==> src/rtl/rst_sequencer.sv <==
// Reset sequencer: holds every stage, releases them one by one with
// per-stage dwell (optionally gated by stage_done), then raises run_en.
module rst_sequencer #(
    parameter int N_STAGES   = 4,
    parameter int CNT_W      = 32,
    parameter int PRE_TIME   = 20,
    parameter int TIMEOUT    = 1000,
    parameter int AUTO_START = 1,
    parameter int IDX_W      = (N_STAGES > 1) ? $clog2(N_STAGES) : 1
) (
    input  logic                      clk,
    input  logic                      rst,
    input  logic                      start,
    input  logic                      abort,
    input  logic                      wait_done,
    input  logic [N_STAGES*CNT_W-1:0] dur_i,
    input  logic [N_STAGES-1:0]       stage_done,
    output logic [N_STAGES-1:0]       stage_rst,
    output logic                      run_en,
    output logic                      busy,
    output logic                      done,
    output logic                      err,
    output logic [IDX_W-1:0]          cur_stage
);

    typedef enum logic [2:0] {S_IDLE, S_PRE, S_REL, S_RUN, S_ERR} state_t;

    localparam state_t RST_STATE = (AUTO_START != 0) ? S_PRE : S_IDLE;
    localparam logic [IDX_W-1:0] LAST = IDX_W'(N_STAGES - 1);

    state_t state, state_nx;
    logic [CNT_W-1:0] cnt, cnt_nx, dur_q, dur_nx;
    logic [IDX_W-1:0] idx, idx_nx;
    logic adv;

    logic [N_STAGES-1:0] stage_rst_nx;
    logic run_en_nx, busy_nx, done_nx, err_nx;
    logic [IDX_W-1:0] cur_nx;

    function automatic logic [CNT_W-1:0] dur_of(input logic [IDX_W-1:0] k);
        return dur_i[CNT_W*int'(k) +: CNT_W];
    endfunction

    // Stages 0..k released, everything above still held.
    function automatic logic [N_STAGES-1:0] rel_mask(input logic [IDX_W-1:0] k);
        logic [N_STAGES-1:0] m;
        for (int j = 0; j < N_STAGES; j++) m[j] = (j > int'(k));
        return m;
    endfunction

    always_ff @(posedge clk or negedge rst) begin
        if (!rst) begin
            state     <= RST_STATE;
            cnt       <= '0;
            idx       <= '0;
            dur_q     <= '0;
            stage_rst <= '1;
            run_en    <= 1'b0;
            busy      <= (AUTO_START != 0);
            done      <= 1'b0;
            err       <= 1'b0;
            cur_stage <= '0;
        end else begin
            state     <= state_nx;
            cnt       <= cnt_nx;
            idx       <= idx_nx;
            dur_q     <= dur_nx;
            stage_rst <= stage_rst_nx;
            run_en    <= run_en_nx;
            busy      <= busy_nx;
            done      <= done_nx;
            err       <= err_nx;
            cur_stage <= cur_nx;
        end
    end

    always_comb begin
        state_nx = state;
        cnt_nx   = cnt;
        idx_nx   = idx;
        dur_nx   = dur_q;
        adv      = (cnt >= dur_q) && (!wait_done || stage_done[idx]);
        if (abort) begin
            state_nx = S_IDLE;
            cnt_nx   = '0;
            idx_nx   = '0;
        end else if (start && (state inside {S_IDLE, S_RUN, S_ERR})) begin
            state_nx = S_PRE;
            cnt_nx   = '0;
            idx_nx   = '0;
        end else begin
            unique case (state)
                S_PRE: begin
                    if (cnt == CNT_W'(PRE_TIME)) begin
                        state_nx = S_REL;
                        cnt_nx   = '0;
                        idx_nx   = '0;
                        dur_nx   = dur_of('0);
                    end else begin
                        cnt_nx = cnt + 1'b1;
                    end
                end
                S_REL: begin
                    // A done flag arriving on the timeout cycle still advances.
                    if (adv) begin
                        if (idx == LAST) begin
                            state_nx = S_RUN;
                        end else begin
                            idx_nx = idx + 1'b1;
                            cnt_nx = '0;
                            dur_nx = dur_of(idx_nx);
                        end
                    end else if (wait_done && cnt == CNT_W'(TIMEOUT)) begin
                        state_nx = S_ERR;
                    end else begin
                        cnt_nx = cnt + 1'b1;
                    end
                end
                default: ;
            endcase
        end
    end

    always_comb begin
        stage_rst_nx = '1;
        run_en_nx    = 1'b0;
        busy_nx      = 1'b0;
        done_nx      = 1'b0;
        err_nx       = 1'b0;
        cur_nx       = '0;
        unique case (state_nx)
            S_PRE: busy_nx = 1'b1;
            S_REL: begin
                busy_nx      = 1'b1;
                stage_rst_nx = rel_mask(idx_nx);
                cur_nx       = idx_nx;
            end
            S_RUN: begin
                stage_rst_nx = '0;
                run_en_nx    = 1'b1;
                done_nx      = (state != S_RUN);
            end
            S_ERR: begin
                err_nx = 1'b1;
                cur_nx = idx_nx;
            end
            default: ;
        endcase
    end

endmodule

==> config.mk <==
export PLATFORM = sky130hd
export DESIGN_NAME = rst_sequencer
export DESIGN_NICKNAME = d
export VERILOG_FILES = /design/src/rtl/rst_sequencer.sv
export SDC_FILE = /design/constraint.sdc
export NUM_CORES = 1
export LEC_CHECK = 0
export ABC_AREA = 0
export CELL_PAD_IN_SITES_DETAIL_PLACEMENT = 0
export CELL_PAD_IN_SITES_GLOBAL_PLACEMENT = 1
export CORE_ASPECT_RATIO = 0.6
export CORE_MARGIN = 4
export CORE_UTILIZATION = 30
export CTS_BUF_LIST = sky130_fd_sc_hd__clkbuf_2
export DETAILED_ROUTE_END_ITERATION = 8
export PLACE_DENSITY_LB_ADDON = 0.1
export SYNTH_ARGS = -nofsm -noshare
export SYNTH_HDL_FRONTEND = slang
export SYNTH_SLANG_ARGS = --single-unit
==> constraint.sdc <==
create_clock -name clk -period 3.75 [get_ports clk]
set_input_delay 0.9375 -clock clk [delete_from_list [all_inputs] [get_ports clk]]
set_output_delay 0.9375 -clock clk [all_outputs]
set_load 0.005 [all_outputs]
=== After elaboration in Yosys (flattened, before gate mapping) ===
Cells that the tools add are included.

* Add/subtract/negate cells: 2
* Shift operators: 1
* $lt $le $gt $ge: 5
* Reduce and logical (&&, ||, !) cells: 13
* Equal/unequal tests: 17
* Bitwise operators: 2
* Mux-type cells: 32

{| class="wikitable"
|+ Operators with widths
! operator !! number
|-
| $mux 32 || 9
|-
| $pmux 32 s2 || 2
|-
| $shiftx 128x8->32 || 1
|-
| $add 32x1->32 const B || 1
|-
| $eq 32x10->1 const B || 1
|-
| $eq 32x5->1 const B || 1
|-
| $ge 32x32->1 || 1
|-
| $mux 3 || 6
|-
| $eq 3x2->1 const B || 4
|-
| $mux 2 || 6
|-
| $ne 5x5->1 const B || 2
|-
| $pmux 4 s2 || 1
|-
| $eq 3x1->1 const B || 2
|-
| $eq 3x3->1 const B || 2
|-
| $ne 2x2->1 const B || 3
|-
| $pmux 3 s2 || 1
|-
| $reduce_and 6->1 || 1
|-
| $mux 1 || 5
|-
| $gt 2x2->1 const A || 2
|-
| $pmux 2 s2 || 1
|-
| $reduce_bool 4->1 || 1
|-
| $reduce_or 2->1 || 2
|-
| $logic_and 1x1->1 || 3
|-
| $logic_not 3->1 || 1
|-
| 12 further kinds || 13
|}

* Output and inout bits: 10
* Bits of input ports: 137
* Register bits after elaboration: 79
* Word-level logic and storage cells: 82

=== Depth between registers and ports, before layout ===
Gate-level depths: netlist of run 1.

* Word-level depth: 11
* Depth in mapped cells: 12
* Gate-level depth less buffers: 12

=== Worst setup path after synthesis of run 1 ===
Ideal clock, no wire load.

* Path type: input to register
* From: input stage_done[3]
* To: register cnt[18]
* Data required time: 3646 ps
* Setup slack: 863 ps
* Data arrival time: 2784 ps
* Path buffers: 2
* Cell stages on the path: 9
* Library setup time: 104 ps
* Cells stage by stage: mux4_2 nand2b_4 o2bb2ai_1 or2_1 buf_2 a21oi_4 nand2_2 buf_2 o41ai_2

* Longest elaborated chain between the ends: 8
* Elaborated cells between the ends (all ways): 11
* Those cells by class: eq/ne (2); mux (6); reduce/logical (3)

{| class="wikitable"
|+ Ends and longest elaborated chain
! what !! line !! source
|-
| from (decl) || 17 || <nowiki>input logic [N_STAGES-1:0] stage_done,</nowiki>
|-
| $bmux 1 s2 (*) || 82 || <nowiki>adv = (cnt >= dur_q) && (!wait_done || stage_done[idx]);</nowiki>
|-
| $mux 1 (implied by the code) (*) || 82 ||
|-
| $logic_or 1x1->1 (*) || 82 ||
|-
| $logic_and 1x1->1 (*) || 82 ||
|-
| $mux 32 || 105 || <nowiki>if (adv) begin</nowiki>
|-
| $pmux 32 s2 || 92 || <nowiki>unique case (state)</nowiki>
|-
| $mux 32 || 87 || <nowiki>end else if (start && (state inside {S_IDLE, S_RUN, S_ERR})) begin</nowiki>
|-
| $mux 32 || 83 || <nowiki>if (abort) begin</nowiki>
|-
| to (signal assigned) || 65 || <nowiki>cnt <= cnt_nx;</nowiki>
|-
| to (decl) || 32 || <nowiki>logic [CNT_W-1:0] cnt, cnt_nx, dur_q, dur_nx;</nowiki>
|}

Every way passes the cells marked *; elsewhere a longest branch is shown, timed or not. The select of a mux whose other input is x is not followed.
A chain may end at the register's enable or synchronous reset.

=== Final worst setup path of run 1 ===
* From: register cnt[15]
* To: register cnt[22]

* Longest elaborated chain between the ends: 6
* Elaborated cells between the ends (all ways): 15
* Those cells by class: add/sub (1); order compare (1); eq/ne (4); mux (6); reduce/logical (3)

{| class="wikitable"
|+ Ends and longest elaborated chain
! what !! line
|-
| $add 32x1->32 or $ge 32x32->1 (tied branches) || 100, 116, 82
|-
| $mux 32 or $logic_and 1x1->1 (tied branches) || 113, 82
|-
| $mux 32 || 105
|-
| $pmux 32 s2 || 92
|-
| $mux 32 || 87
|-
| $mux 32 || 83
|}

Parallel ways exist; a longest one is shown, timed or not. The select of a mux whose other input is x is not followed.

==> impl_results.html, run 1 <==
<table>
<tr><th>Metric</th><th>Value</th></tr>
<tr><th colspan="2">Clock tree</th></tr>
<tr><td>Max clock buf depth</td><td>2</td></tr>
<tr><td>Deepest level of the CTS H-tree</td><td>3</td></tr>
<tr><td>Number of sinks handled by clock tree synthesis</td><td>approximately 80</td></tr>
<tr><td>Buffer type at the clock tree root</td><td>sky130_fd_sc_hd__clkbuf_2</td></tr>
<tr><td>Setup bufs post-CTS</td><td>0</td></tr>
<tr><td>Number of buffers added by the clock tree synthesis step</td><td>9</td></tr>
<tr><td>Worst-Skew Late Latency</td><td>0.56 ns</td></tr>
<tr><td>Register clock-pin slew on the reported worst setup and hold paths</td><td>0.24 ns</td></tr>
<tr><td>TritonCTS clock tree</td><td>built</td></tr>
<tr><td>Hold-fix buffer count after cts</td><td>0</td></tr>
<tr><td>Post_cts resized</td><td>0</td></tr>
<tr><th colspan="2">Setup path</th></tr>
<tr><td>Required time of the critical path</td><td>about 4.2 ns</td></tr>
<tr><td>Count of cells along the worst register-to-register path</td><td>9</td></tr>
<tr><td>Startpoint kind of the worst setup timing path</td><td>register</td></tr>
<tr><td>Startpoint of the most critical setup path</td><td>cnt[15]$_DFFE_PN0P_</td></tr>
<tr><td>Flop2flop setup slack</td><td>0.38 ns</td></tr>
<tr><td>Worst endpoint data arrival time</td><td>3.83 ns</td></tr>
<tr><td>Reg-to-reg endpoint</td><td>cnt[22]$_DFFE_PN0P_</td></tr>
<tr><td>Origin of the critical flop-to-flop path</td><td>cnt[15]$_DFFE_PN0P_</td></tr>
<tr><td>Crit path capture type</td><td>register</td></tr>
<tr><td>Maximum fanout encountered on the critical timing path</td><td>12</td></tr>
<tr><td>Type of the worst setup path</td><td>reg -&gt; reg</td></tr>
<tr><th colspan="2">Yosys</th></tr>
<tr><td>Cell types with the largest area share after synthesis</td><td>sky130_fd_sc_hd__dfrtp_1, sky130_fd_sc_hd__ha_1, sky130_fd_sc_hd__mux2i_1, sky130_fd_sc_hd__mux2_2, sky130_fd_sc_hd__nand2_1</td></tr>
<tr><td>Proportion of synthesized chip area in sequential cells</td><td>0.348</td></tr>
<tr><td>FFs w/ async S/R, synth</td><td>1.00</td></tr>
<tr><td>Post-synthesis sequential element count</td><td>79</td></tr>
<tr><td>Most common flop cell mapped by yosys</td><td>sky130_fd_sc_hd__dfrtp_1</td></tr>
<tr><td>Post-synth cell types</td><td>64</td></tr>
<tr><td>Net count of the mapped netlist</td><td>822</td></tr>
<tr><td>Number of standard cells after synthesis</td><td>648</td></tr>
<tr><td>Post-synth top area share</td><td>0.320</td></tr>
<tr><td>Average cell area after synthesis</td><td>between 8 and 9 um2</td></tr>
<tr><td>Post-Synthesis Cell Area</td><td>5710 um2</td></tr>
<tr><td>Post-synthesis cell type with the largest combined area</td><td>sky130_fd_sc_hd__dfrtp_1</td></tr>
<tr><td>Post-synth EDFFs</td><td>0</td></tr>
<tr><td>Synth warnings</td><td>0</td></tr>
<tr><th colspan="2">STA</th></tr>
<tr><td>Fmax</td><td>297 MHz</td></tr>
<tr><td>Setup slack after layout</td><td>0.378 ns</td></tr>
<tr><td>Max-slew violation total from the final report</td><td>0</td></tr>
<tr><td>RSZ-0062 raised after global routing</td><td>false</td></tr>
<tr><td>Post-layout min period</td><td>3.37 ns</td></tr>
<tr><td>Maximum clock skew at final layout</td><td>0.0308 ns</td></tr>
<tr><td>Finish-stage setup viols</td><td>0</td></tr>
<tr><td>Worst rel slew slack</td><td>0.302</td></tr>
<tr><td>Measured slew at the worst slew-check pin</td><td>1.05 ns</td></tr>
<tr><td>Final clock period utilization by the worst path</td><td>0.899</td></tr>
<tr><td>Setup Total Neg Slack</td><td>0 ns</td></tr>
<tr><td>Final hold violation count</td><td>0</td></tr>
<tr><th colspan="2">Die</th></tr>
<tr><td>Width of the die</td><td>approximately 190 um</td></tr>
<tr><td>Number of primary I/O pins</td><td>147</td></tr>
<tr><td>Site Rows</td><td>38</td></tr>
<tr><td>Die height</td><td>115 um</td></tr>
<tr><td>Floorplan die area</td><td>about 21000 um2</td></tr>
<tr><td>CORE AREA</td><td>roughly 18000 um2</td></tr>
<tr><td>Starting Density</td><td>0.311</td></tr>
<tr><th colspan="2">Cells and area</th></tr>
<tr><td>Sequential Area</td><td>slightly below 2000 um2</td></tr>
<tr><td>Fill count</td><td>about 1800</td></tr>
<tr><td>Commonest non-fill, non-tap cell in the layout</td><td>sky130_fd_sc_hd__clkdlybuf4s50_1</td></tr>
<tr><td>Commonest cells after routing, fill and taps aside</td><td>sky130_fd_sc_hd__clkdlybuf4s50_1, sky130_fd_sc_hd__nand2_1, sky130_fd_sc_hd__dfrtp_1</td></tr>
<tr><td>Share of the core filled with cells</td><td>0.417</td></tr>
<tr><td>Layout overhead on the synthesized area</td><td>34.0%</td></tr>
<tr><td>Final antenna diode count</td><td>0</td></tr>
<tr><td>Share of final-layout standard cells stronger than drive strength 1</td><td>0.112</td></tr>
<tr><td>Final cell count without fillers</td><td>1035</td></tr>
<tr><td>Multi-input gate area in the final layout</td><td>3370 um2</td></tr>
<tr><td>NumNets Final</td><td>964</td></tr>
<tr><th colspan="2">Placed design</th></tr>
<tr><td>Half-perimeter wire length after placement</td><td>13.9 mm</td></tr>
<tr><td>Number of placed instances with taps included</td><td>1019</td></tr>
<tr><td>Number of input and output port buffers inserted</td><td>about 150</td></tr>
<tr><td>Place WS</td><td>0.202 ns</td></tr>
<tr><td>Final weighted congestion in routability-driven placement</td><td>0.855</td></tr>
<tr><th colspan="2">Run status</th></tr>
<tr><td>Status</td><td>finished, final reports clean</td></tr>
<tr><th colspan="2">Min path</th></tr>
<tr><td>Worst min-delay path category</td><td>in -&gt; async</td></tr>
<tr><th colspan="2">Global routing</th></tr>
<tr><td>Total grt overflow</td><td>0</td></tr>
<tr><td>Overall fraction of global-route tracks in use</td><td>0.162</td></tr>
<tr><td>First-pass GRT wire length</td><td>27.6 mm</td></tr>
<tr><td>Via count of the first global-routing pass</td><td>around 5400</td></tr>
<tr><td>Number of antenna violations at the first check in global routing</td><td>0</td></tr>
<tr><td>Maximum number of pins on one net before global-route repair</td><td>79</td></tr>
<tr><th colspan="2">Pwr</th></tr>
<tr><td>Power Density</td><td>229 nW/um2</td></tr>
<tr><td>Peak supply drop</td><td>0.162 mV</td></tr>
<tr><td>Leakage power total</td><td>~3.2 nW</td></tr>
<tr><th colspan="2">Detailed routing</th></tr>
<tr><td>1st-iter DRT viols</td><td>307</td></tr>
<tr><td>Total Wirelength</td><td>17.7 mm</td></tr>
<tr><td>Routed wire length per instance</td><td>about 17 um</td></tr>
<tr><td>Number of detailed-route iterations in the first pass</td><td>5</td></tr>
<tr><td>Post-route DRC violation count</td><td>0</td></tr>
<tr><td>Residual antenna-violating net count after detailed routing</td><td>0</td></tr>
<tr><td>Count of vias placed by the detailed router</td><td>between 5000 and 6000</td></tr>
<tr><td>Via density per instance</td><td>5.16</td></tr>
<tr><th colspan="2">Flow run</th></tr>
<tr><td>Max capacitance violation total</td><td>0</td></tr>
</table>
-- synthesized netlist by cell type (3+ instances only) --
cell / instances
sky130_fd_sc_hd__and3_1: 7
sky130_fd_sc_hd__or3_1: 3
sky130_fd_sc_hd__xnor2_1: 4
sky130_fd_sc_hd__o21a_1: 6
sky130_fd_sc_hd__o21ai_0: 46
sky130_fd_sc_hd__buf_4: 3
sky130_fd_sc_hd__and2_1: 4
sky130_fd_sc_hd__nand4_1: 17
sky130_fd_sc_hd__or4_1: 3
sky130_fd_sc_hd__buf_2: 14
sky130_fd_sc_hd__a22o_1: 4
sky130_fd_sc_hd__a21o_1: 4
sky130_fd_sc_hd__o2bb2ai_1: 7
sky130_fd_sc_hd__mux2i_1: 38
sky130_fd_sc_hd__nor4_1: 5
sky130_fd_sc_hd__o22ai_1: 31
sky130_fd_sc_hd__o31ai_1: 4
sky130_fd_sc_hd__a21oi_1: 20
sky130_fd_sc_hd__nand3_1: 28
sky130_fd_sc_hd__nor3_1: 9
sky130_fd_sc_hd__o311ai_1: 3
sky130_fd_sc_hd__inv_1: 55
sky130_fd_sc_hd__mux2_2: 32
sky130_fd_sc_hd__clkbuf_1: 16
sky130_fd_sc_hd__a31oi_1: 10
sky130_fd_sc_hd__ha_1: 37
sky130_fd_sc_hd__dfstp_2: 6
sky130_fd_sc_hd__nor2_1: 34
sky130_fd_sc_hd__nand2_1: 80
sky130_fd_sc_hd__dfrtp_1: 73
-- cells by family after synthesis --
logic type / Yosys count / share of synthesized area
compound gates: 157 / 0.186
xor+xnor: 6 / 0.00921
fa+ha+maj: 37 / 0.0811
buf+inv: 89 / 0.0636
flops: 79 / 0.348
mux: 71 / 0.134
simple gates: 209 / 0.179
-- report_power, final --
group / switching, mW / internal [mW]
Sequential: 0.00240 / 0.857
Clock: 0.322 / 0.289
Combinational: 0.105 / 0.176
Total: 0.429 / 1.32
-- layout make-up --
| cell class | count | area share |
|---|---|---|
| Clock buffer | 10 | 0.00655 |
| Clock inverter | 6 | 0.0144 |
| Inverter | 55 | 0.0270 |
| Multi-Input combinational cell | 480 | 0.441 |
| Sequential cell | 79 | 0.260 |
| Tap cell | 240 | 0.0393 |
| Timing Repair Buffer | 165 | 0.213 |
-- per-layer routing --
layer / vias to the layer above / routed length, um / GRT usage
met3: 20 / 1080 / 0.0376
li1: 2630 / - / -
met2: 149 / 7680 / 0.248
met4: 0 / 201 / 0.0301
met5: - / 0 / 0
met1: 2541 / 8740 / 0.236
-- state kept, by name (all words and copies together), names as in the netlist --
register	cells
cnt	32
dur_q	32
state	3
stage_rst	4
err	1
done	1
busy	1
run_en	1
cur_stage	2
idx	2
-- critical path: stages (launching register included) --
cell and delay (ns):
sky130_fd_sc_hd__dfrtp_1 0.51, sky130_fd_sc_hd__ha_1 0.35, sky130_fd_sc_hd__nand4_1 0.11, sky130_fd_sc_hd__or3_1 0.44, sky130_fd_sc_hd__a2111oi_2 0.48, sky130_fd_sc_hd__o311a_2 0.31, sky130_fd_sc_hd__nor3b_2 0.09, sky130_fd_sc_hd__o32ai_4 0.35
sky130_fd_sc_hd__nand2_2 0.29, sky130_fd_sc_hd__o311ai_0 0.37
-- through the flow --
stage               area (um2)  total power [mW]  hold slack [ns]
global route              7650              1.84            0.543
global placement          7490              1.15            0.502
CTS                       7650              1.78            0.541
floorplan                 5710             0.963            0.485
finish                    7650              1.75            0.504
detailed placement        7490              1.16            0.506
-- how the worst max path moves through the flow --
stage	slack, ns	endpoint	depth (start not counted)
floorplan	0.86	cnt[18]$_DFFE_PN0P_	9
global placement	0.29	cnt[23]$_DFFE_PN0P_	8
detailed placement	0.20	cnt[22]$_DFFE_PN0P_	8
CTS	0.31	cnt[22]$_DFFE_PN0P_	9
global route	0.07	cnt[18]$_DFFE_PN0P_	9
finish	0.38	cnt[22]$_DFFE_PN0P_	9
(Power assumes the default switching activity.)
==> inputs of run 2 (changes only) <==
Settings changed: ABC_AREA 0 to 1.
==> run 2 against run 1 <==
  * Clock power down 20%
  * Power up 83%
  * Sequential share of layout area grew 0.19 points
  * Clock-buffer cell count fell by 1
  * Sequential power is 34% higher
  * Critical path depth rose by 5
  * Synthesized area increased by 1.6%
  * Largest power group is now combinational logic
  * Design area fell by 0.74%
  * Global-route usage grew 3.4 points
  * Sequential cell count is the same
  * Via count rose by 11%
  * Die area grew 1.5%
==> impl_results.html, run 2 <==
<table>
<tr><th>Metric</th><th>Value</th></tr>
<tr><th colspan="2">Run status</th></tr>
<tr><td>Status</td><td>finished, final reports clean (unchanged)</td></tr>
<tr><th colspan="2">Setup path</th></tr>
<tr><td>Maximum cell stage delay along the critical path</td><td>0.58 ns (was 0.51 ns)</td></tr>
<tr><td>Required time of the critical path</td><td>4.18 ns (was 4.21 ns)</td></tr>
<tr><td>Origin of the critical flop-to-flop path</td><td>cnt[15]$_DFFE_PN0P_ (unchanged)</td></tr>
<tr><td>Cell mode on critical path</td><td>sky130_fd_sc_hd__nand2_1</td></tr>
<tr><td>Count of cells along the worst register-to-register path</td><td>14 (was 9)</td></tr>
<tr><td>Family of cells with the greatest summed delay on the critical path</td><td>simple AND/OR/NAND/NOR gates (was compound AO/OA/AOI/OAI gates)</td></tr>
<tr><td>Levels on crit path</td><td>14 (was 9)</td></tr>
<tr><td>Cell Chain, Critical Path</td><td>ha_1 &gt; nand2_1 &gt; nor2_1 &gt; nand2_1 &gt; nor2_1 &gt; nor2_1 &gt; nand2_1 &gt; nand2_1 &gt; nand2_1 &gt; nand2_2 &gt; o21ai_2 &gt; nor2_1 &gt; nand2_2 &gt; o21ai_0 (was ha_1 &gt; nand4_1 &gt; or3_1 &gt; a2111oi_2 &gt; o311a_2 &gt; nor3b_2 &gt; o32ai_4 &gt; nand2_2 &gt; o311ai_0)</td></tr>
<tr><td>Maximum fanout encountered on the critical timing path</td><td>18 (was 12)</td></tr>
<tr><td>Buffers and inverters on the worst path</td><td>0 (unchanged)</td></tr>
<tr><td>Startpoint kind of the worst setup timing path</td><td>register (unchanged)</td></tr>
<tr><td>Flop2flop setup slack</td><td>0.84 ns (was 0.38 ns)</td></tr>
<tr><td>Worst endpoint data arrival time</td><td>3.34 ns (was 3.83 ns)</td></tr>
<tr><td>Slowest stage cell, crit path</td><td>sky130_fd_sc_hd__dfrtp_1 (unchanged)</td></tr>
<tr><td>Reg-to-reg endpoint</td><td>cnt[24]$_DFFE_PN0P_ (was cnt[22]$_DFFE_PN0P_)</td></tr>
<tr><td>Type of the worst setup path</td><td>reg -&gt; reg (unchanged)</td></tr>
<tr><td>Crit path capture type</td><td>register (unchanged)</td></tr>
<tr><th colspan="2">Cells and area</th></tr>
<tr><td>Largest registers ranked by flip-flop count</td><td>cnt x32, dur_q x32, stage_rst x4 (unchanged)</td></tr>
<tr><td>Share of final-layout standard cells stronger than drive strength 1</td><td>0.0626 (was 0.112)</td></tr>
<tr><td>Commonest non-fill, non-tap cell in the layout</td><td>sky130_fd_sc_hd__nand2_1 (was sky130_fd_sc_hd__clkdlybuf4s50_1)</td></tr>
<tr><td>Commonest cells after routing, fill and taps aside</td><td>sky130_fd_sc_hd__nand2_1, sky130_fd_sc_hd__clkdlybuf4s50_1, sky130_fd_sc_hd__inv_1 (was sky130_fd_sc_hd__clkdlybuf4s50_1, sky130_fd_sc_hd__nand2_1, sky130_fd_sc_hd__dfrtp_1)</td></tr>
<tr><td>NumNets Final</td><td>1096 (was 964)</td></tr>
<tr><td>Final antenna diode count</td><td>0 (unchanged)</td></tr>
<tr><td>Layout overhead on the synthesized area</td><td>30.9% (was 34.0%)</td></tr>
<tr><td>Final cell count without fillers</td><td>1173 (was 1035)</td></tr>
<tr><th colspan="2">Detailed routing</th></tr>
<tr><td>Routed wire length per instance</td><td>18.1 um (was 17.1 um)</td></tr>
<tr><td>Number of detailed-route iterations in the first pass</td><td>5 (unchanged)</td></tr>
<tr><td>Residual antenna-violating net count after detailed routing</td><td>0 (unchanged)</td></tr>
<tr><td>Post-route DRC violation count</td><td>0 (unchanged)</td></tr>
<tr><td>Via density per instance</td><td>5.06 (was 5.16)</td></tr>
<tr><td>Total Wirelength</td><td>21.3 mm (was 17.7 mm)</td></tr>
<tr><td>Count of vias placed by the detailed router</td><td>5941 (was 5340)</td></tr>
<tr><td>1st-iter DRT viols</td><td>430 (was 307)</td></tr>
<tr><th colspan="2">Yosys</th></tr>
<tr><td>Adder-cell share of the synthesized area</td><td>0.0799 (was 0.0811)</td></tr>
<tr><td>Post-synthesis cell type with the largest combined area</td><td>sky130_fd_sc_hd__dfrtp_1 (unchanged)</td></tr>
<tr><td>Library cell with the highest instance count after synthesis</td><td>sky130_fd_sc_hd__nand2_1 (unchanged)</td></tr>
<tr><td>Proportion of synthesized chip area in sequential cells</td><td>0.342 (was 0.348)</td></tr>
<tr><td>Post-synthesis sequential element count</td><td>79 (unchanged)</td></tr>
<tr><td>Number of standard cells after synthesis</td><td>788 (was 648)</td></tr>
<tr><td>Post-synth EDFFs</td><td>0 (unchanged)</td></tr>
<tr><td>Xor/xnor share of the synthesized area</td><td>0.0332 (was 0.00921)</td></tr>
<tr><td>Post-synth top area share</td><td>0.315 (was 0.320)</td></tr>
<tr><td>Post-Synthesis Cell Area</td><td>5800 um2 (was 5710 um2)</td></tr>
<tr><td>Net count of the mapped netlist</td><td>962 (was 822)</td></tr>
<tr><td>Main combinational cell family by area after synthesis</td><td>simple AND/OR/NAND/NOR gates (was compound AO/OA/AOI/OAI gates)</td></tr>
<tr><td>Cell types with the largest area share after synthesis</td><td>sky130_fd_sc_hd__dfrtp_1, sky130_fd_sc_hd__nand2_1, sky130_fd_sc_hd__ha_1, sky130_fd_sc_hd__a21oi_1, sky130_fd_sc_hd__inv_1 (was sky130_fd_sc_hd__dfrtp_1, sky130_fd_sc_hd__ha_1, sky130_fd_sc_hd__mux2i_1, sky130_fd_sc_hd__mux2_2, sky130_fd_sc_hd__nand2_1)</td></tr>
<tr><td>Multiplexer share of the synthesized area</td><td>0 (was 0.134)</td></tr>
<tr><td>Most common flop cell mapped by yosys</td><td>sky130_fd_sc_hd__dfrtp_1 (unchanged)</td></tr>
<tr><td>FFs w/ async S/R, synth</td><td>1.00 (unchanged)</td></tr>
<tr><td>Post-synth cell types</td><td>47 (was 64)</td></tr>
<tr><td>Synth warnings</td><td>0 (unchanged)</td></tr>
<tr><td>Complex-gate fraction of the synthesized area</td><td>0.200 (was 0.186)</td></tr>
<tr><td>Average cell area after synthesis</td><td>7.36 um2 (was 8.81 um2)</td></tr>
<tr><td>Leading post-synthesis cells by instance count</td><td>sky130_fd_sc_hd__nand2_1, sky130_fd_sc_hd__inv_1, sky130_fd_sc_hd__a21oi_1, sky130_fd_sc_hd__nor2_1, sky130_fd_sc_hd__dfrtp_1 (was sky130_fd_sc_hd__nand2_1, sky130_fd_sc_hd__dfrtp_1, sky130_fd_sc_hd__inv_1, sky130_fd_sc_hd__o21ai_0, sky130_fd_sc_hd__mux2i_1)</td></tr>
<tr><td>Simple-gate share of the synthesized area</td><td>0.254 (was 0.179)</td></tr>
<tr><th colspan="2">Global routing</th></tr>
<tr><td>Global route hottest layer</td><td>met1 (was met2)</td></tr>
<tr><td>Overall fraction of global-route tracks in use</td><td>0.196 (was 0.162)</td></tr>
<tr><td>Maximum number of pins on one net before global-route repair</td><td>80 (was 79)</td></tr>
<tr><td>Met3 Use GR</td><td>0.0446 (was 0.0376)</td></tr>
<tr><td>Met1 demand-to-capacity share in global routing</td><td>0.328 (was 0.236)</td></tr>
<tr><td>Routing usage on met2</td><td>0.249 (was 0.248)</td></tr>
<tr><td>First-pass GRT wire length</td><td>33.4 mm (was 27.6 mm)</td></tr>
<tr><td>Total grt overflow</td><td>0 (unchanged)</td></tr>
<tr><td>Via count of the first global-routing pass</td><td>5703 (was 5410)</td></tr>
<tr><td>Number of antenna violations at the first check in global routing</td><td>0 (unchanged)</td></tr>
<tr><th colspan="2">STA</th></tr>
<tr><td>Final clock period utilization by the worst path</td><td>0.776 (was 0.899)</td></tr>
<tr><td>Measured slew at the worst slew-check pin</td><td>1.02 ns (was 1.05 ns)</td></tr>
<tr><td>Worst rel slew slack</td><td>0.317 (was 0.302)</td></tr>
<tr><td>Maximum clock skew at final layout</td><td>0.0291 ns (was 0.0308 ns)</td></tr>
<tr><td>Post-layout min period</td><td>2.91 ns (was 3.37 ns)</td></tr>
<tr><td>Max-slew violation total from the final report</td><td>0 (unchanged)</td></tr>
<tr><td>Finish-stage setup viols</td><td>0 (unchanged)</td></tr>
<tr><td>Final hold violation count</td><td>0 (unchanged)</td></tr>
<tr><td>Setup Total Neg Slack</td><td>0 ns (unchanged)</td></tr>
<tr><td>RSZ-0062 raised after global routing</td><td>false (unchanged)</td></tr>
<tr><td>Worst hold slack across all endpoints</td><td>0.527 ns (was 0.504 ns)</td></tr>
<tr><td>Fmax</td><td>344 MHz (was 297 MHz)</td></tr>
<tr><th colspan="2">Clock tree</th></tr>
<tr><td>Hold-fix buffer count after cts</td><td>0 (unchanged)</td></tr>
<tr><td>Setup bufs post-CTS</td><td>0 (unchanged)</td></tr>
<tr><td>Number of buffers added by the clock tree synthesis step</td><td>9 (unchanged)</td></tr>
<tr><td>Max clock buf depth</td><td>2 (unchanged)</td></tr>
<tr><td>Number of sinks handled by clock tree synthesis</td><td>79 (unchanged)</td></tr>
<tr><td>Post_cts resized</td><td>0 (unchanged)</td></tr>
<tr><td>Register clock-pin slew on the reported worst setup and hold paths</td><td>0.24 ns (about the same)</td></tr>
<tr><td>Worst-Skew Late Latency</td><td>0.55 ns (was 0.56 ns)</td></tr>
<tr><td>TritonCTS clock tree</td><td>built (unchanged)</td></tr>
<tr><td>Deepest level of the CTS H-tree</td><td>3 (unchanged)</td></tr>
<tr><td>Buffer type at the clock tree root</td><td>sky130_fd_sc_hd__clkbuf_2 (unchanged)</td></tr>
<tr><th colspan="2">Die</th></tr>
<tr><td>Floorplan die area</td><td>21700 um2 (was 21400 um2)</td></tr>
<tr><td>CORE AREA</td><td>19000 um2 (was 18400 um2)</td></tr>
<tr><td>Starting Density</td><td>0.305 (was 0.311)</td></tr>
<tr><td>Width of the die</td><td>187 um (was 186 um)</td></tr>
<tr><td>Die height</td><td>116 um (was 115 um)</td></tr>
<tr><td>Number of primary I/O pins</td><td>147 (unchanged)</td></tr>
<tr><td>Site Rows</td><td>39 (was 38)</td></tr>
<tr><th colspan="2">Placed design</th></tr>
<tr><td>Final weighted congestion in routability-driven placement</td><td>0.845 (was 0.855)</td></tr>
<tr><td>Half-perimeter wire length after placement</td><td>16.6 mm (was 13.9 mm)</td></tr>
<tr><td>Number of input and output port buffers inserted</td><td>146 (unchanged)</td></tr>
<tr><td>Number of placed instances with taps included</td><td>1157 (was 1019)</td></tr>
<tr><th colspan="2">Pwr</th></tr>
<tr><td>Comb pwr share</td><td>0.487 (was 0.160)</td></tr>
<tr><td>Switching component of the power</td><td>1.40 mW (was 0.429 mW)</td></tr>
<tr><td>Cell-internal power</td><td>1.80 mW (was 1.32 mW)</td></tr>
<tr><td>Register share of total power</td><td>0.360 (was 0.491)</td></tr>
<tr><td>Leakage power total</td><td>3.35 nW (was 3.16 nW)</td></tr>
<tr><td>Portion of total power attributed to the clock network</td><td>0.153 (was 0.349)</td></tr>
<tr><td>Peak supply drop</td><td>0.174 mV (was 0.162 mV)</td></tr>
<tr><td>Proportion of total power due to net switching</td><td>0.438 (was 0.245)</td></tr>
<tr><td>Power Density</td><td>422 nW/um2 (was 229 nW/um2)</td></tr>
<tr><th colspan="2">Min path</th></tr>
<tr><td>Worst min-delay path category</td><td>in -&gt; async (unchanged)</td></tr>
<tr><th colspan="2">Flow run</th></tr>
<tr><td>Max capacitance violation total</td><td>0 (unchanged)</td></tr>
</table>
## run 2: worst max path at each step
stage / startpoint / end
after floorplan: stage_done[0] / cnt[6]$_DFFE_PN0P_
after global placement: stage_done[0] / cnt[18]$_DFFE_PN0P_
after detailed placement: stage_done[0] / cnt[24]$_DFFE_PN0P_
after CTS: cnt[15]$_DFFE_PN0P_ / cnt[24]$_DFFE_PN0P_
after global routing: cnt[15]$_DFFE_PN0P_ / cnt[11]$_DFFE_PN0P_
final: cnt[15]$_DFFE_PN0P_ / cnt[24]$_DFFE_PN0P_
## run 2: power by group through the flow
stage,clock network [mW],registers [mW],logic (mW)
6_report,0.489,1.15,1.56
5_1_grt,0.542,1.18,1.78
4_1_cts,0.505,1.15,1.58
3_5_place_dp,0,1.17,1.57
3_3_place_gp,0,1.17,1.52
2_1_floorplan,0,1.16,1.01
## run 2: logic make-up (layout without fill, tap and decap cells)
family                   Yosys count  in the layout
AND/OR/NAND/NOR                  329            329
AO/OA/AOI/OAI                    195            195
buffers and inverters            126            265
flip-flops                        79             79
adder cells (fa/ha/maj)           37             37
XOR/XNOR                          22             22
## run 2: layout make-up
type	count	area [um2]
tap	246	308
clock inverter	7	71.3
fill	1949	11400
clock buffer	9	45.0
multi-input combinational	583	3290
sequential	79	1980
timing repair buffer	153	1520
inverter	96	365
## run 2: worst register-to-register path: cells and delay by family (launching register included)
family                   cells  cell delay [ns]
flip-flops                   1             0.58
AND/OR/NAND/NOR             11             1.38
AO/OA/AOI/OAI                2             0.44
adder cells (fa/ha/maj)      1             0.38
## run 2: metal layers
metal  share of wire  wire length, um
met1            0.56            11900
met4          0.0074              158
met2            0.36             7580
met3           0.077             1630
met5               0                0
## run 2: through the flow
| stage | setup slack, ns | utilization | area, um2 | total power [mW] |
|---|---|---|---|---|
| finish | 0.842 | 0.400 | 7590 | 3.20 |
| global placement | 0.646 | 0.394 | 7470 | 2.70 |
| detailed placement | 0.642 | 0.394 | 7470 | 2.74 |
| floorplan | 1.46 | - | 5800 | 2.17 |
| global route | 0.582 | 0.400 | 7590 | 3.50 |
| CTS | 0.850 | 0.400 | 7590 | 3.24 |
==> inputs of run 3 (changes only) <==
Clock period 3.75 ns to 2.9 ns, I/O delays scaled along.
==> run 3 against run 2 <==
  * Critical path depth unchanged
  * Maximum frequency increased by 5.7%
  * Sequential power is 30% higher
  * Routed wire length up 4.8%
  * Final cell count up 2.0%
  * Design area increased by 2.3%
  * Combinational power grew 37%
  * Sequential share of layout area shrank 0.56 points
  * Critical endpoint is now cnt[5]$_DFFE_PN0P_
  * Highest routed layer is now met5
==> impl_results.html, run 3 (same netlist as run 2, synthesis figures left out) <==
<table>
<tr><th>Metric</th><th>Value</th></tr>
<tr><th colspan="2">Run status</th></tr>
<tr><td>Status</td><td>finished, final reports clean (unchanged)</td></tr>
<tr><th colspan="2">STA</th></tr>
<tr><td>Finish-stage setup viols</td><td>0 (unchanged)</td></tr>
<tr><td>Fmax</td><td>364 MHz (was 344 MHz)</td></tr>
<tr><td>Final clock period utilization by the worst path</td><td>0.948 (was 0.776)</td></tr>
<tr><td>Final hold violation count</td><td>0 (unchanged)</td></tr>
<tr><td>RSZ-0062 raised after global routing</td><td>true (was false)</td></tr>
<tr><td>Worst hold slack across all endpoints</td><td>0.184 ns (was 0.527 ns)</td></tr>
<tr><td>Post-layout min period</td><td>2.75 ns (was 2.91 ns)</td></tr>
<tr><td>Max-slew violation total from the final report</td><td>0 (unchanged)</td></tr>
<tr><td>Measured slew at the worst slew-check pin</td><td>0.703 ns (was 1.02 ns)</td></tr>
<tr><td>Maximum clock skew at final layout</td><td>0.0339 ns (was 0.0291 ns)</td></tr>
<tr><td>Worst rel slew slack</td><td>0.532 (was 0.317)</td></tr>
<tr><th colspan="2">Detailed routing</th></tr>
<tr><td>Total Wirelength</td><td>22.3 mm (was 21.3 mm)</td></tr>
<tr><td>Post-route DRC violation count</td><td>0 (unchanged)</td></tr>
<tr><td>Count of vias placed by the detailed router</td><td>6096 (was 5941)</td></tr>
<tr><td>Routed wire length per instance</td><td>18.6 um (was 18.1 um)</td></tr>
<tr><td>Met3 WL post-DR</td><td>1.65 mm (was 1.63 mm)</td></tr>
<tr><td>Residual antenna-violating net count after detailed routing</td><td>0 (unchanged)</td></tr>
<tr><td>Metal-1 WL</td><td>12.6 mm (was 11.9 mm)</td></tr>
<tr><td>1st-iter DRT viols</td><td>464 (was 430)</td></tr>
<tr><td>Via density per instance</td><td>5.10 (was 5.06)</td></tr>
<tr><td>WL met2</td><td>7.92 mm (was 7.58 mm)</td></tr>
<tr><td>Number of detailed-route iterations in the first pass</td><td>5 (unchanged)</td></tr>
<tr><td>Highest routed metal layer</td><td>met5 (was met4)</td></tr>
<tr><th colspan="2">Setup path</th></tr>
<tr><td>Slowest stage cell, crit path</td><td>sky130_fd_sc_hd__dfrtp_1 (unchanged)</td></tr>
<tr><td>Type of the worst setup path</td><td>reg -&gt; reg (unchanged)</td></tr>
<tr><td>Worst endpoint data arrival time</td><td>3.18 ns (was 3.34 ns)</td></tr>
<tr><td>Maximum cell stage delay along the critical path</td><td>0.52 ns (was 0.58 ns)</td></tr>
<tr><td>Cell Chain, Critical Path</td><td>ha_1 &gt; nand2_1 &gt; nor2_1 &gt; nand2_1 &gt; nor2_1 &gt; nor2_1 &gt; nand2_1 &gt; nand2_1 &gt; nand2_1 &gt; nand3_1 &gt; nand3_4 &gt; nand2_2 &gt; inv_2 &gt; o21ai_0 (was ha_1 &gt; nand2_1 &gt; nor2_1 &gt; nand2_1 &gt; nor2_1 &gt; nor2_1 &gt; nand2_1 &gt; nand2_1 &gt; nand2_1 &gt; nand2_2 &gt; o21ai_2 &gt; nor2_1 &gt; nand2_2 &gt; o21ai_0)</td></tr>
<tr><td>Crit path capture type</td><td>register (unchanged)</td></tr>
<tr><td>Required time of the critical path</td><td>3.33 ns (was 4.18 ns)</td></tr>
<tr><td>Cell mode on critical path</td><td>sky130_fd_sc_hd__nand2_1 (unchanged)</td></tr>
<tr><td>Maximum fanout encountered on the critical timing path</td><td>13 (was 18)</td></tr>
<tr><td>Startpoint kind of the worst setup timing path</td><td>register (unchanged)</td></tr>
<tr><th colspan="2">Global routing</th></tr>
<tr><td>First-pass GRT wire length</td><td>34.9 mm (was 33.4 mm)</td></tr>
<tr><td>Total grt overflow</td><td>0 (unchanged)</td></tr>
<tr><td>Maximum number of pins on one net before global-route repair</td><td>57 (was 80)</td></tr>
<tr><td>Number of antenna violations at the first check in global routing</td><td>2 (was 0)</td></tr>
<tr><td>Via count of the first global-routing pass</td><td>5932 (was 5703)</td></tr>
<tr><td>Overall fraction of global-route tracks in use</td><td>0.204 (was 0.196)</td></tr>
<tr><th colspan="2">Die</th></tr>
<tr><td>Starting Density</td><td>0.305 (unchanged)</td></tr>
<tr><td>Width of the die</td><td>187 um (unchanged)</td></tr>
<tr><td>Floorplan die area</td><td>21700 um2 (unchanged)</td></tr>
<tr><td>CORE AREA</td><td>19000 um2 (unchanged)</td></tr>
<tr><td>Number of primary I/O pins</td><td>147 (unchanged)</td></tr>
<tr><td>Die height</td><td>116 um (unchanged)</td></tr>
<tr><td>Site Rows</td><td>39 (unchanged)</td></tr>
<tr><th colspan="2">Placed design</th></tr>
<tr><td>Number of placed instances with taps included</td><td>1179 (was 1157)</td></tr>
<tr><td>Final weighted congestion in routability-driven placement</td><td>0.866 (was 0.845)</td></tr>
<tr><td>Half-perimeter wire length after placement</td><td>17.5 mm (was 16.6 mm)</td></tr>
<tr><td>Number of input and output port buffers inserted</td><td>146 (unchanged)</td></tr>
<tr><td>Placed standard-cell area</td><td>7660 um2 (was 7470 um2)</td></tr>
<tr><th colspan="2">Flow run</th></tr>
<tr><td>Max capacitance violation total</td><td>0 (unchanged)</td></tr>
<tr><th colspan="2">Pwr</th></tr>
<tr><td>Power Density</td><td>536 nW/um2 (was 422 nW/um2)</td></tr>
<tr><td>Peak supply drop</td><td>0.272 mV (was 0.174 mV)</td></tr>
<tr><td>Leakage power total</td><td>3.46 nW (was 3.35 nW)</td></tr>
<tr><th colspan="2">Clock tree</th></tr>
<tr><td>Worst-Skew Late Latency</td><td>0.55 ns (about the same)</td></tr>
<tr><td>Buffer type at the clock tree root</td><td>sky130_fd_sc_hd__clkbuf_2 (unchanged)</td></tr>
<tr><td>Number of buffers added by the clock tree synthesis step</td><td>9 (unchanged)</td></tr>
<tr><td>Max clock buf depth</td><td>2 (unchanged)</td></tr>
<tr><td>Setup bufs post-CTS</td><td>0 (unchanged)</td></tr>
<tr><td>Register clock-pin slew on the reported worst setup and hold paths</td><td>0.25 ns (was 0.24 ns)</td></tr>
<tr><td>TritonCTS clock tree</td><td>built (unchanged)</td></tr>
<tr><td>Deepest level of the CTS H-tree</td><td>3 (unchanged)</td></tr>
<tr><td>Number of sinks handled by clock tree synthesis</td><td>79 (unchanged)</td></tr>
<tr><th colspan="2">Cells and area</th></tr>
<tr><td>Layout overhead on the synthesized area</td><td>33.9% (was 30.9%)</td></tr>
<tr><td>Commonest cells after routing, fill and taps aside</td><td>sky130_fd_sc_hd__nand2_1, sky130_fd_sc_hd__clkdlybuf4s50_1, sky130_fd_sc_hd__inv_1 (unchanged)</td></tr>
<tr><td>Post-route cell area</td><td>7760 um2 (was 7590 um2)</td></tr>
<tr><td>Share of final-layout standard cells stronger than drive strength 1</td><td>0.0864 (was 0.0626)</td></tr>
<tr><td>NumNets Final</td><td>1118 (was 1096)</td></tr>
<tr><td>Largest registers ranked by flip-flop count</td><td>cnt x32, dur_q x32, stage_rst x4 (unchanged)</td></tr>
<tr><td>Commonest non-fill, non-tap cell in the layout</td><td>sky130_fd_sc_hd__nand2_1 (unchanged)</td></tr>
<tr><td>Final cell count without fillers</td><td>1196 (was 1173)</td></tr>
<tr><th colspan="2">Min path</th></tr>
<tr><td>Worst min-delay path category</td><td>in -&gt; async (unchanged)</td></tr>
</table>
==> run 3: cell types whose count changed in the layout (fill, tap and decap cells not counted), sizes merged <==
cell,previous run,this run
buf,8,30
bufinv,1,0
clkbuf,9,10
clkinv,5,4
clkinvlp,0,2
diode,0,1
inv,97,96
==> run 3: per-stage QoR <==
| step | power [mW] | setup TNS [ns] | util | setup WS [ns] |
|---|---|---|---|---|
| global placement | 3.59 | 0 | 0.404 | 0.149 |
| global route | 4.54 | -0.00551 | 0.409 | -0.00551 |
| CTS | 4.19 | 0 | 0.408 | 0.166 |
| floorplan | 2.80 | 0 | - | 0.696 |
| finish | 4.16 | 0 | 0.409 | 0.150 |
| detailed placement | 3.65 | 0 | 0.404 | 0.150 |
==> run 3: where the power goes <==
part           total (mW)  switching (mW)  internal [mW]
registers            1.50           0.106           1.39
logic                2.14            1.34          0.797
clock network       0.524           0.412          0.112
total                4.16            1.86           2.30
==> run 3: cell type report <==
type | instances | area, um2
Sequential cell | 79 | 1990
Clock inverter | 6 | 36.3
Tap cell | 246 | 308
Fill cell | 1975 | 11200
Timing Repair Buffer | 175 | 1710
Multi-Input combinational cell | 583 | 3300
Inverter | 96 | 365
Clock buffer | 10 | 50.0
Antenna cell | 1 | 2.50
==> run 3: critical path: cells and delay by family, from the launching register on <==
family	cells	cell delay (ns)
DFF	1	0.52
and+or+nand+nor	11	1.41
buffers and inverters	1	0.22
AOI/OAI and AO/OA	1	0.14
adders and majority gates	1	0.35
==> run 3: final timing paths <==
| check | startpoint | to | slack, ns | cells after the start |
|---|---|---|---|---|
| worst max-delay path | cnt[15]$_DFFE_PN0P_ | cnt[5]$_DFFE_PN0P_ | 0.15 | 14 |
| worst min-delay path | rst | dur_q[10]$_DFFE_PN0P_ | 0.18 | 1 |
| worst max register to register | cnt[15]$_DFFE_PN0P_ | cnt[5]$_DFFE_PN0P_ | 0.15 | 14 |
| worst min register to register | dur_q[31]$_DFFE_PN0P_ | dur_q[31]$_DFFE_PN0P_ | 0.56 | 2 |
| max in group asynchronous | rst | cnt[5]$_DFFE_PN0P_ | 2.02 | 2 |
| min in group clk | dur_q[31]$_DFFE_PN0P_ | dur_q[31]$_DFFE_PN0P_ | 0.56 | 2 |
==> run 3: timing repair <==
item	CTS	global route
setup endpoints to repair	0	20
hold endpoints to repair	0	0
hold buffers	0	0
gates resized for setup	0	3
==> run 3: per-layer routing <==
layer  global-route usage  vias to the layer above
met5                    0                        -
met4               0.0235                        2
met3               0.0467                       16
met2                0.258                      224
met1                0.347                     2863
li1                     -                     2991
